**src/rtl/sort_column.sv**
```systemverilog
// sort_column: 7-stage pipelined odd-even transposition sort of a 7-sample column, median out.
// Lane 3 of the final stage is the median; every stage is a registered 7-lane bank.
module sort_column #(
    parameter int WIDTH = 8
) (
    input  logic             clk,
    input  logic             rst,
    input  logic [WIDTH-1:0] in0,
    input  logic [WIDTH-1:0] in1,
    input  logic [WIDTH-1:0] in2,
    input  logic [WIDTH-1:0] in3,
    input  logic [WIDTH-1:0] in4,
    input  logic [WIDTH-1:0] in5,
    input  logic [WIDTH-1:0] in6,
    output logic [WIDTH-1:0] out
);
    logic [WIDTH-1:0] st  [7][7];
    logic [WIDTH-1:0] src [7][7];
    logic [WIDTH-1:0] nx  [7][7];

    always_comb begin
        src[0][0] = in0;
        src[0][1] = in1;
        src[0][2] = in2;
        src[0][3] = in3;
        src[0][4] = in4;
        src[0][5] = in5;
        src[0][6] = in6;
        for (int k = 1; k < 7; k++)
            for (int l = 0; l < 7; l++)
                src[k][l] = st[k-1][l];
        for (int k = 0; k < 7; k++)
            for (int l = 0; l < 7; l++)
                nx[k][l] = src[k][l];
        // index k holds stage k+1: odd stages pair from lane 0, even stages from lane 1
        for (int k = 0; k < 7; k++)
            for (int p = k % 2; p < 6; p += 2) begin
                nx[k][p]   = (src[k][p+1] < src[k][p]) ? src[k][p+1] : src[k][p];
                nx[k][p+1] = (src[k][p+1] < src[k][p]) ? src[k][p]   : src[k][p+1];
            end
    end

    always_ff @(posedge clk or negedge rst) begin
        if (!rst) begin
            for (int k = 0; k < 7; k++)
                for (int l = 0; l < 7; l++)
                    st[k][l] <= '0;
        end else begin
            for (int k = 0; k < 7; k++)
                for (int l = 0; l < 7; l++)
                    st[k][l] <= nx[k][l];
        end
    end

    assign out = st[6][3];
endmodule

```
**config.mk**
```make
export PLATFORM = sky130hd
export DESIGN_NAME = sort_column
export DESIGN_NICKNAME = d
export VERILOG_FILES = /design/src/rtl/sort_column.sv
export SDC_FILE = /design/constraint.sdc
export NUM_CORES = 1
export LEC_CHECK = 0
export ABC_AREA = 1
export CAP_MARGIN = 30
export CORE_UTILIZATION = 50
export DETAILED_ROUTE_END_ITERATION = 12
export GPL_ROUTABILITY_DRIVEN = 0
export PLACE_DENSITY_LB_ADDON = 0.12
export RECOVER_POWER = 100
export REMOVE_ABC_BUFFERS = 1
export SETUP_SLACK_MARGIN = 0.5
export SYNTH_ARGS = -nofsm -noshare
export SYNTH_HDL_FRONTEND = slang
export SYNTH_SLANG_ARGS = --single-unit
```
**constraint.sdc**
```tcl
create_clock -name clk -period 5 [get_ports clk]
set_input_delay 1 -clock clk [delete_from_list [all_inputs] [get_ports clk]]
set_output_delay 1 -clock clk [all_outputs]
set_load 0.02 [all_outputs]
```
After elaboration in Yosys (flattened, before gate mapping). Index checks and enable logic that the tools add are counted.

Mux-type cells: 30. Order comparisons: 18.

Operators by type and width (count): 2-to-1 mux 8 bit (30); < comparator 8 bit (18).

Input bits: 58. Logic and storage cells: 82. Output and inout port bits: 8. Bits in registers: 272.

Longest topological paths before layout.
Depth after elaboration: 2. Mapped depth: 11. Gate-level depth less buffers: 10.

Worst setup path after synthesis. Ideal clock, no wire load.

Path kind: in2reg. From: input in2[7]. To: register st (netlist bit src[304]). Slack: 2.836 ns. Path buffers: 2. Arrival: 2.047 ns. Stages on the path: 9. Library setup time: 0.116 ns. Required time: 4.884 ns. Path through: inv_1 > ha_1 > a21oi_1 > o21a_1 > buf_2 > nand2_2 > buf_6 > nand2_1 > nand2_1.

RTL lines: start: declaration (RTL line 10) `input logic [WIDTH-1:0] in2,`; end signal: indexed assignment (RTL line 51) `st[k][l] <= nx[k][l];`; end: declaration (RTL line 17) `logic [WIDTH-1:0] st [7][7];`.

==> impl_metrics.toml <==
[run_status]
status = "finished, violations left"
violations = "max-capacitance violations, max-slew violations"

[grt]
grt_usage_pct = 19.62
grt_max_degree = 96
gr-total-overflow = 0
grt_pass1_wl_um = 45720
grt_pass1_vias = 9779
antenna_found_initial = 0

[yosys]
synth-simple-area-share_pct = 28.96
synthCells = 1628
synth_fa_ha_area_share_pct = 11.49
synth_area_leaders = "dfrtp_1 50%, nand2_1 17%, ha_1 11%, nand3_1 8.8%, inv_1 5.1%"
synthMuxAreaShare_pct = 0
synth_top_cell_by_area = "dfrtp_1"
synth_xor_area_share_pct = 0
ys_seq_elements = 272
syn_avg_cell_area_um2 = 8.428
async_flop_share_pct = 100.0
ys_warn_count = 0
ys_top_cells_by_count = "636 x nand2_1, 272 x dfrtp_1, 240 x nand3_1"
synth_top_family_by_area = "simple AND/OR/NAND/NOR gates"
synth_edf_count = 0
synth_compound_area_share_pct = 2.462
yosys_most_used_dff = "dfrtp_1"
mappedNetlistArea_mm2 = 0.01372
seq_area_frac_synth_pct = 49.61
synth.distinct_cells = 14
synth.most_common_cell = "nand2_1"
yosysTopAreaCellShare_pct = 49.61

[place]
pre_cts_ws_ns = 1.825
port_buffers = 65
dpl.hpwl_um = 18940

[cts]
numCtsBuffers = 29
path_clk_slew_ns = 0.06
hold_buffers = 0
cts_setup_buffers = 0
cts_buffer_depth = 3
cts_resized = 0
cts_tree = "yes"
clock_sinks = 272
root_buffer = "clkbuf_16"
clk_latency_ns = 0.54
cts_max_level = 1

[detailed_routing]
first_pass_iters = 5
antenna_left = 0
finalWirelength_um = 25710
drc = 0
drt_first_iter_violations = 601
vias_per_cell = 4.949
post_drt_wl_per_cell_um = 12.60
vias = 10100

[layout]
fin_util_pct = 57.21
drive_above_1_share_pct = 4.176
n_antenna_cell = 0
fill_cells = 2392
regArea_mm2 = 0.006807
multiInputGateArea_mm2 = 0.005767
fin_nets = 1863
layout-area-overhead-vs-synth_pct = 12.38

[sta]
worst_clock_skew_ns = 0.01018
maxSlewHeadroom_pct = -41.55
finalCritPeriodShare_pct = 65.94
rsz0062_at_grt = "no"
setup_slack_ns = 1.703
finalSetupTns_ns = 0
finalCriticalPeriod_ns = 3.297
drv_slew = 124
worst_pin_slew_ns = 2.123
setup_viol = 0
hold_viol = 0
clock.fmax_mhz = 303.3

[power_and_ir_drop]
power_switching_w = 0.003831
total_leakage_power_nw = 8.636
power_w = 0.009672
p_sw_share_pct = 39.61
combPwrFrac_pct = 39.1
p_per_area_mw_per_mm2 = 627.2
peakVddDrop_v = 0.0002674
power_frac_clock_pct = 23.6
p_int_w = 0.005841
seqPwrFrac_pct = 37.3

[floorplan]
core_area_mm2 = 0.02695
fp.dieW_um = 167.7
fp.dieH_um = 167.7
die-area_mm2 = 0.02811
rows = 60
start_util_pct = 50.91
io-pin-count = 66

[critical_path]
path_class = "flip-flop to flip-flop"
crit_arrival_ns = 3.72
r2r_start = "src[149]"
critPathLaunchType = "flip-flop"
crit_required_ns = 5.42
cp-end-kind = "flip-flop"
crit_start = "src[149]"
cp_max_fo = 17

[hold_path]
hold_start = "nx[222]"
hp-class = "flip-flop to flip-flop"

[run]
maxCapViolCount = 3
## state kept, by name, summed over array words and instances, names as in the netlist
signal / cells
src: 240
out: 8
nx: 24
## power groups by stage
stage	clock network [W]	logic [W]	registers [W]
3_3_place_gp	0	0.00382	0.00364
6_report	0.00228	0.00379	0.00360
5_1_grt	0.00244	0.00450	0.00370
2_1_floorplan	0	0.00303	0.00346
4_1_cts	0.00235	0.00398	0.00361
3_5_place_dp	0	0.00395	0.00365
## layout by cell type (no fill, tap or decap), types with 3 or more instances in the layout
master / instances
nand2_1: 652
dfrtp_1: 272
nand3_1: 240
inv_1: 186
ha_1: 126
a21oi_1: 47
clkdlybuf4s50_1: 45
clkbuf_16: 29
nor2_1: 24
dlygate4sd3_1: 19
nand2_2: 14
o21a_1: 12
clkinv_2: 8
nor3_1: 6
bufinv_16: 6
clkbuf_8: 5
clkinvlp_4: 3
clkbuf_2: 3
## worst paths after layout
kind	end	slack (ns)	cells past startpoint
setup reg to reg	src[84]	1.70	8
hold reg to reg	src[166]	0.35	0
setup / recovery	src[84]	1.70	8
hold / removal	src[166]	0.35	0
max in group asynchronous	src[317]	1.89	2
min in group asynchronous	nx[231]	1.09	1
## metrics by stage
stage | area (um2) | hold slack (ns) | instances
detailed placement | 14510 | 0.3347 | 1989
finish | 15420 | 0.3450 | 2041
floorplan | 13390 | 0.3312 | 1580
global placement | 14510 | 0.3325 | 1989
global route | 15420 | 0.3465 | 2041
CTS | 15560 | 0.3450 | 2041
## cells by family after synthesis
family                   Yosys count
flip-flops                       272
AND/OR/NAND/NOR                  936
AO/OA/AOI/OAI                     60
buffers and inverters            234
adder cells (fa/ha/maj)          126
## metal layers
| layer | wire length (um) | track usage [%] | vias up |
|---|---|---|---|
| li1 | - | - | 5244 |
| met1 | 12200 | 27.20 | 4699 |
| met2 | 12330 | 32.75 | 117 |
| met4 | 454 | 4.826 | 0 |
| met3 | 726 | 2.458 | 40 |
| met5 | 0 | 0 | - |
## cell type report
| cell class | count | share of cell area [%] |
|---|---|---|
| sequential | 272 | 44.14 |
| inverter | 186 | 4.528 |
| clock inverter | 18 | 1.631 |
| tap | 341 | 2.767 |
| multi-input combinational | 1122 | 37.40 |
| clock buffer | 34 | 5.153 |
| timing repair buffer | 68 | 4.382 |
## critical path: stages (launching register included)
cell and delay (ns):
dfrtp_1 0.39, inv_1 0.06, ha_1 0.30, a21oi_2 0.12, nor2_1 0.05, nor3_1 1.26
nand2_1 0.71, nand2_1 0.21, nand2_1 0.08
(Power assumes the default switching activity.)
==> variant 1 (same settings) <==
Put a register stage on the output `out`, without a reset. The value now appears one clock later.
--- a/src/rtl/sort_column.sv
+++ b/src/rtl/sort_column.sv
@@ -54,3 +54,5 @@
 
-    assign out = st[6][3];
+    always_ff @(posedge clk) begin
+        out <= st[6][3];
+    end
 endmodule
Behaviour: not the same (Yosys sat finds a counterexample within 10 cycles, from zero or initial values and one cycle with rst low).
==> variant 1 against the unedited design <==
The flow still finishes with violations (max-capacitance violations, max-slew violations); routed wire length rose by 1.9%; sequential cell count grew 8; final area increased by 1.2%; synthesized cell count up 0.49%; area after synthesis rose by 1.2%; power increased by 0.64%; sequential power up 3%; setup slack lost 0.069 ns; non-clock buffer count stayed put; critical path type unchanged; critical endpoint is now src[130]; largest cell class unchanged.
==> variant 1: results (changes against the unedited design) <==
* Final slew viol count at 119 (was 124)
* Slew of the pin with the lowest slew margin at 2.17 ns (was 2.12 ns)
* Pin count of the biggest net entering global routing at 133 (was 96)
* Ys async rst share at 0.971 (was 1.00)
* Initial antenna violation count at 0 (unchanged)
* R2R setup slack at 1.63 ns (was 1.70 ns)
* Finished Layout Cells at 2084 (was 2041)
* Detailed Route WL at 26.2 mm (was 25.7 mm)
* Yosys warns at 0 (unchanged)
* Leakage at 8.69 nW (was 8.64 nW)
* 1st-iter DRT viols at 620 (was 601)
* Clock root buffer master: clkbuf_16 (unchanged)
* CP arrival at 3.78 ns (was 3.72 ns)
* Average via count per standard cell at 4.86 (was 4.95)
* Clock transition at path regs at 0.06 ns (about the same)
* Synth cell types at 15 (was 14)
* Failing checks: max-capacitance violations, max-slew violations (unchanged)
* Gr usage total at 0.197 (was 0.196)
* Clock Latency Late Sink at 0.54 ns (about the same)
* First-pass GRT wire length at 46.1 mm (was 45.7 mm)
* Type of origin of the critical path: flop (unchanged)
* Share of layout cells above drive strength 1 at 0.0397 (was 0.0418)
* Mapped Cells at 1636 (was 1628)
* Hold WC Path Type: reg -> reg (unchanged)
* Hold Path End: out[7] (was src[166])
* Resized cells post-CTS at 0 (unchanged)
* Hpwl dp at 19.6 mm (was 18.9 mm)
* Hold path start: st[31] (was nx[222])
* Status: finished, violations left (unchanged)
* Setup Buffers After CTS at 0 (unchanged)
* Worst r2r src: src[197] (was src[149])
* Worst VDD drop at 0.323 mV (was 0.267 mV)
* Vias in the first global route at 9848 (was 9779)
* R2R cell count at 8 (unchanged)
* Synth area leaders: dfrtp_1 49%, nand2_1 17%, ha_1 11% (was dfrtp_1 50%, nand2_1 17%, ha_1 11%)
* Placed instance count at 2028 (was 1989)
* Hold depth at 0 (unchanged)
* Final net count at 1872 (was 1863)
* Fillers at 2423 (was 2392)
* DP Worst Slack at 1.84 ns (was 1.83 ns)
* Worst Clk Skew at 0.0110 ns (was 0.0102 ns)
* CTS Buf Count at 30 (was 29)
* Seq/Total Area, Yosys at 0.502 (was 0.496)
* Worst reg2reg path endpoint: src[130] (was src[84])
* MaxCap Viol Count at 4 (was 3)
* Top FF cell, synth: dfrtp_1 (unchanged)
* IO buf count at 65 (unchanged)
* Max FFs per register at 240 (unchanged)
* Bufs on Longest Clock Path at 3 (unchanged)
* H-tree depth at 1 (unchanged)
* First-pass detailed-route iteration total at 9 (was 5)
[variant 1: cell types whose count changed after synthesis]
cell / delta
dfxtp_1: +8
[variant 1: report_power, final]
part / switching [mW] / total (mW) / internal (mW)
clock network: 0.875 / 2.22 / 1.34
registers: 0.580 / 3.70 / 3.12
logic: 2.44 / 3.82 / 1.38
[variant 1: cells by family (layout without fill, tap and decap cells)]
logic type,after synthesis,after routing,synth area share
adder cells (fa/ha/maj),126,126,0.114
flip-flops,280,280,0.502
buffers and inverters,234,310,0.0739
AND/OR/NAND/NOR,936,936,0.286
AO/OA/AOI/OAI,60,60,0.0243
[variant 1: worst max path at each step]
stage / cells past startpoint / end / slack (ns) / from
global placement: 8 / nx[335] / 1.89 / in0[7]
floorplan: 7 / src[304] / 2.67 / in2[7]
finish: 8 / src[130] / 1.63 / src[197]
CTS: 8 / src[305] / 2.42 / in2[7]
global route: 2 / src[78] / 1.11 / rst
detailed placement: 8 / src[305] / 1.84 / in2[7]
[variant 1: layout make-up]
| type | instances | area share |
|---|---|---|
| Sequential cell | 280 | 0.446 |
| Multi-Input combinational cell | 1122 | 0.369 |
| Clock buffer | 42 | 0.0568 |
| Inverter | 186 | 0.0447 |
| Timing Repair Buffer | 68 | 0.0438 |
| Tap cell | 372 | 0.0298 |
| Clock inverter | 14 | 0.00954 |
[variant 1: worst max-delay path, stage by stage, from the launching register on]
cell and delay (ns):
dfrtp_1 0.39, inv_1 0.06, ha_1 0.28, a21oi_1 0.15, nor2_1 0.06, nor3_1 1.26
nand2_1 0.72, nand2_1 0.21, nand2_1 0.10
[variant 1: routing by layer]
layer	routed length, µm	up-vias	share of wire	GRT usage
met1	12400	4719	0.47	0.267
met3	721	35	0.028	0.0217
met4	405	0	0.015	0.0462
met2	12700	111	0.49	0.342
li1	-	5265	-	-
met5	0	-	0	0
[variant 1: per-stage QoR]
step | power, mW | hold WS [ns] | instance area [µm²] | utilization
6_report | 9.73 | 0.339 | 15600 | 0.576
5_1_grt | 10.7 | 0.349 | 15600 | 0.576
3_3_place_gp | 7.55 | 0.324 | 14700 | 0.543
3_5_place_dp | 7.74 | 0.328 | 14700 | 0.543
2_1_floorplan | 6.58 | 0.324 | 13600 | -
4_1_cts | 10.0 | 0.341 | 15700 | 0.581
==> variant 2 (config.mk and constraints unchanged) <==
Without the edit above. Change the parameter `WIDTH` from 8 to 9.
--- a/src/rtl/sort_column.sv
+++ b/src/rtl/sort_column.sv
@@ -3,3 +3,3 @@
 module sort_column #(
-    parameter int WIDTH = 8
+    parameter int WIDTH = 9
 ) (
Interface: changed (8 resized); port bits go from 66 to 74. No check against the original RTL was run, so the function may have changed too.
==> variant 2 against the unedited design <==
Area after synthesis up 20%; power up 16%; hold slack worse by 0.0019 ns; die area up 20%; synthesized cell count up 18%; routed wire length up 28%; the flow still finishes with violations (max-capacitance violations, max-slew violations); sequential share of layout area down 2.4 points; final area up 19%; core utilization down 0.70 points; setup slack worse by 0.15 ns; sequential cell count up 34.
==> variant 2: results (changes against the unedited design) <==
* Worst VDD drop at 0.284 mV (was 0.267 mV)
* Post-synth top cells: 774 x nand2_1, 306 x dfrtp_1, 270 x nand4_1 (was 636 x nand2_1, 272 x dfrtp_1, 240 x nand3_1)
* Synthesized area per cell at 8.57 µm² (was 8.43 µm²)
* Post-synthesis adder-cell area fraction at 0.109 (was 0.115)
* Leakage at 9.95 nW (was 8.64 nW)
* NetSw at 4.64 mW (was 3.83 mW)
* Signal buf overhead at 0.0417 (was 0.0438)
* Comb_multi_in at 1314 (was 1122)
* CTS Buf Count at 36 (was 29)
* Clk cell area share at 0.0642 (was 0.0678)
* Met3 usage at 0.0267 (was 0.0246)
* Met3 WL at 1.09 mm (was 726 µm)
* CP arrival at 3.84 ns (was 3.72 ns)
* Nonclk inv count at 252 (was 186)
* Status: finished, violations left (unchanged)
* Failing checks: max-capacitance violations, max-slew violations (unchanged)
* Delay-heaviest family, CP: compound AO/OA/AOI/OAI gates (was simple AND/OR/NAND/NOR gates)
* Synth cell types at 18 (was 14)
* Critical Path Slowest Stage Cell: a21oi_1 (was nor3_1)
* Max incr delay on CP at 1.11 ns (was 1.26 ns)
* CP startpoint: in4[8] (was src[149])
* M2 GR Usage at 0.353 (was 0.328)
* Final net count at 2195 (was 1863)
* DP Worst Slack at 1.95 ns (was 1.83 ns)
* Signal buffers at 76 (was 68)
* Finished Layout Cells at 2453 (was 2041)
* Vias in the first global route at 12093 (was 9779)
* Share of layout cells above drive strength 1 at 0.0557 (was 0.0418)
* Detailed Route WL at 33.0 mm (was 25.7 mm)
* Crit path capture: src[325] (was src[84])
* Placed instance count at 2390 (was 1989)
* Cell area after placement at 17500 µm² (was 14500 µm²)
* Met1 Track Usage GR at 0.273 (was 0.272)
* Clock buffers at 43 (was 34)
* Worst Clk Skew at 0.0178 ns (was 0.0102 ns)
* Hold Path End: src[310] (was src[166])
* Worst reg2reg path endpoint: src[200] (was src[84])
* Max FO, Critical Path at 19 (was 17)
* Bufs on Longest Clock Path at 3 (unchanged)
* Post-synthesis compound-gate area fraction at 0.0205 (was 0.0246)
* Gr usage total at 0.206 (was 0.196)
* Util after Layout at 0.565 (was 0.572)
* Clk sinks at 306 (was 272)
* Max FFs per register at 270 (was 240)
* Hold WC Path Type: reg -> reg (unchanged)
* Min Hold Slack at 0.343 ns (was 0.345 ns)
* Pin count of the biggest net entering global routing at 135 (was 96)
* Synth area leaders: dfrtp_1 47%, nand2_1 18%, ha_1 11% (was dfrtp_1 50%, nand2_1 17%, ha_1 11%)
* Highest Clock Rate at 290 MHz (was 303 MHz)
* Final slew viol count at 111 (was 124)
* Core region area at 32500 µm² (was 27000 µm²)
* Average via count per standard cell at 5.09 (was 4.95)
* Seq/total area at 0.418 (was 0.441)
* Clock Latency Late Sink at 0.51 ns (was 0.54 ns)
* First-pass detailed-route iteration total at 6 (was 5)
* MaxCap Viol Count at 2 (was 3)
* H-tree depth at 2 (was 1)
[variant 2: cell types whose count changed in the layout (fill, tap and decap cells not counted), sizes merged, moves of 4 or more]
| cell | unedited run | this run |
|---|---|---|
| nand4 | 0 | 270 |
| nand3 | 240 | 36 |
| nand2 | 666 | 792 |
| inv | 186 | 242 |
| dfrtp | 272 | 306 |
| ha | 126 | 144 |
| clkinv | 9 | 23 |
| a21oi | 48 | 36 |
| nor2 | 24 | 36 |
| o21a | 12 | 0 |
| clkbuf | 37 | 45 |
| clkdlybuf4s50 | 45 | 51 |
| nor3 | 6 | 0 |
| bufinv | 6 | 2 |
[variant 2: power groups by stage]
| stage | Combinational [mW] | Sequential, mW | Clock, mW |
|---|---|---|---|
| CTS | 4.84 | 4.13 | 2.59 |
| floorplan | 3.74 | 3.89 | 0 |
| global placement | 4.65 | 4.16 | 0 |
| detailed placement | 4.81 | 4.17 | 0 |
| global route | 5.37 | 4.22 | 2.70 |
| finish | 4.58 | 4.13 | 2.52 |
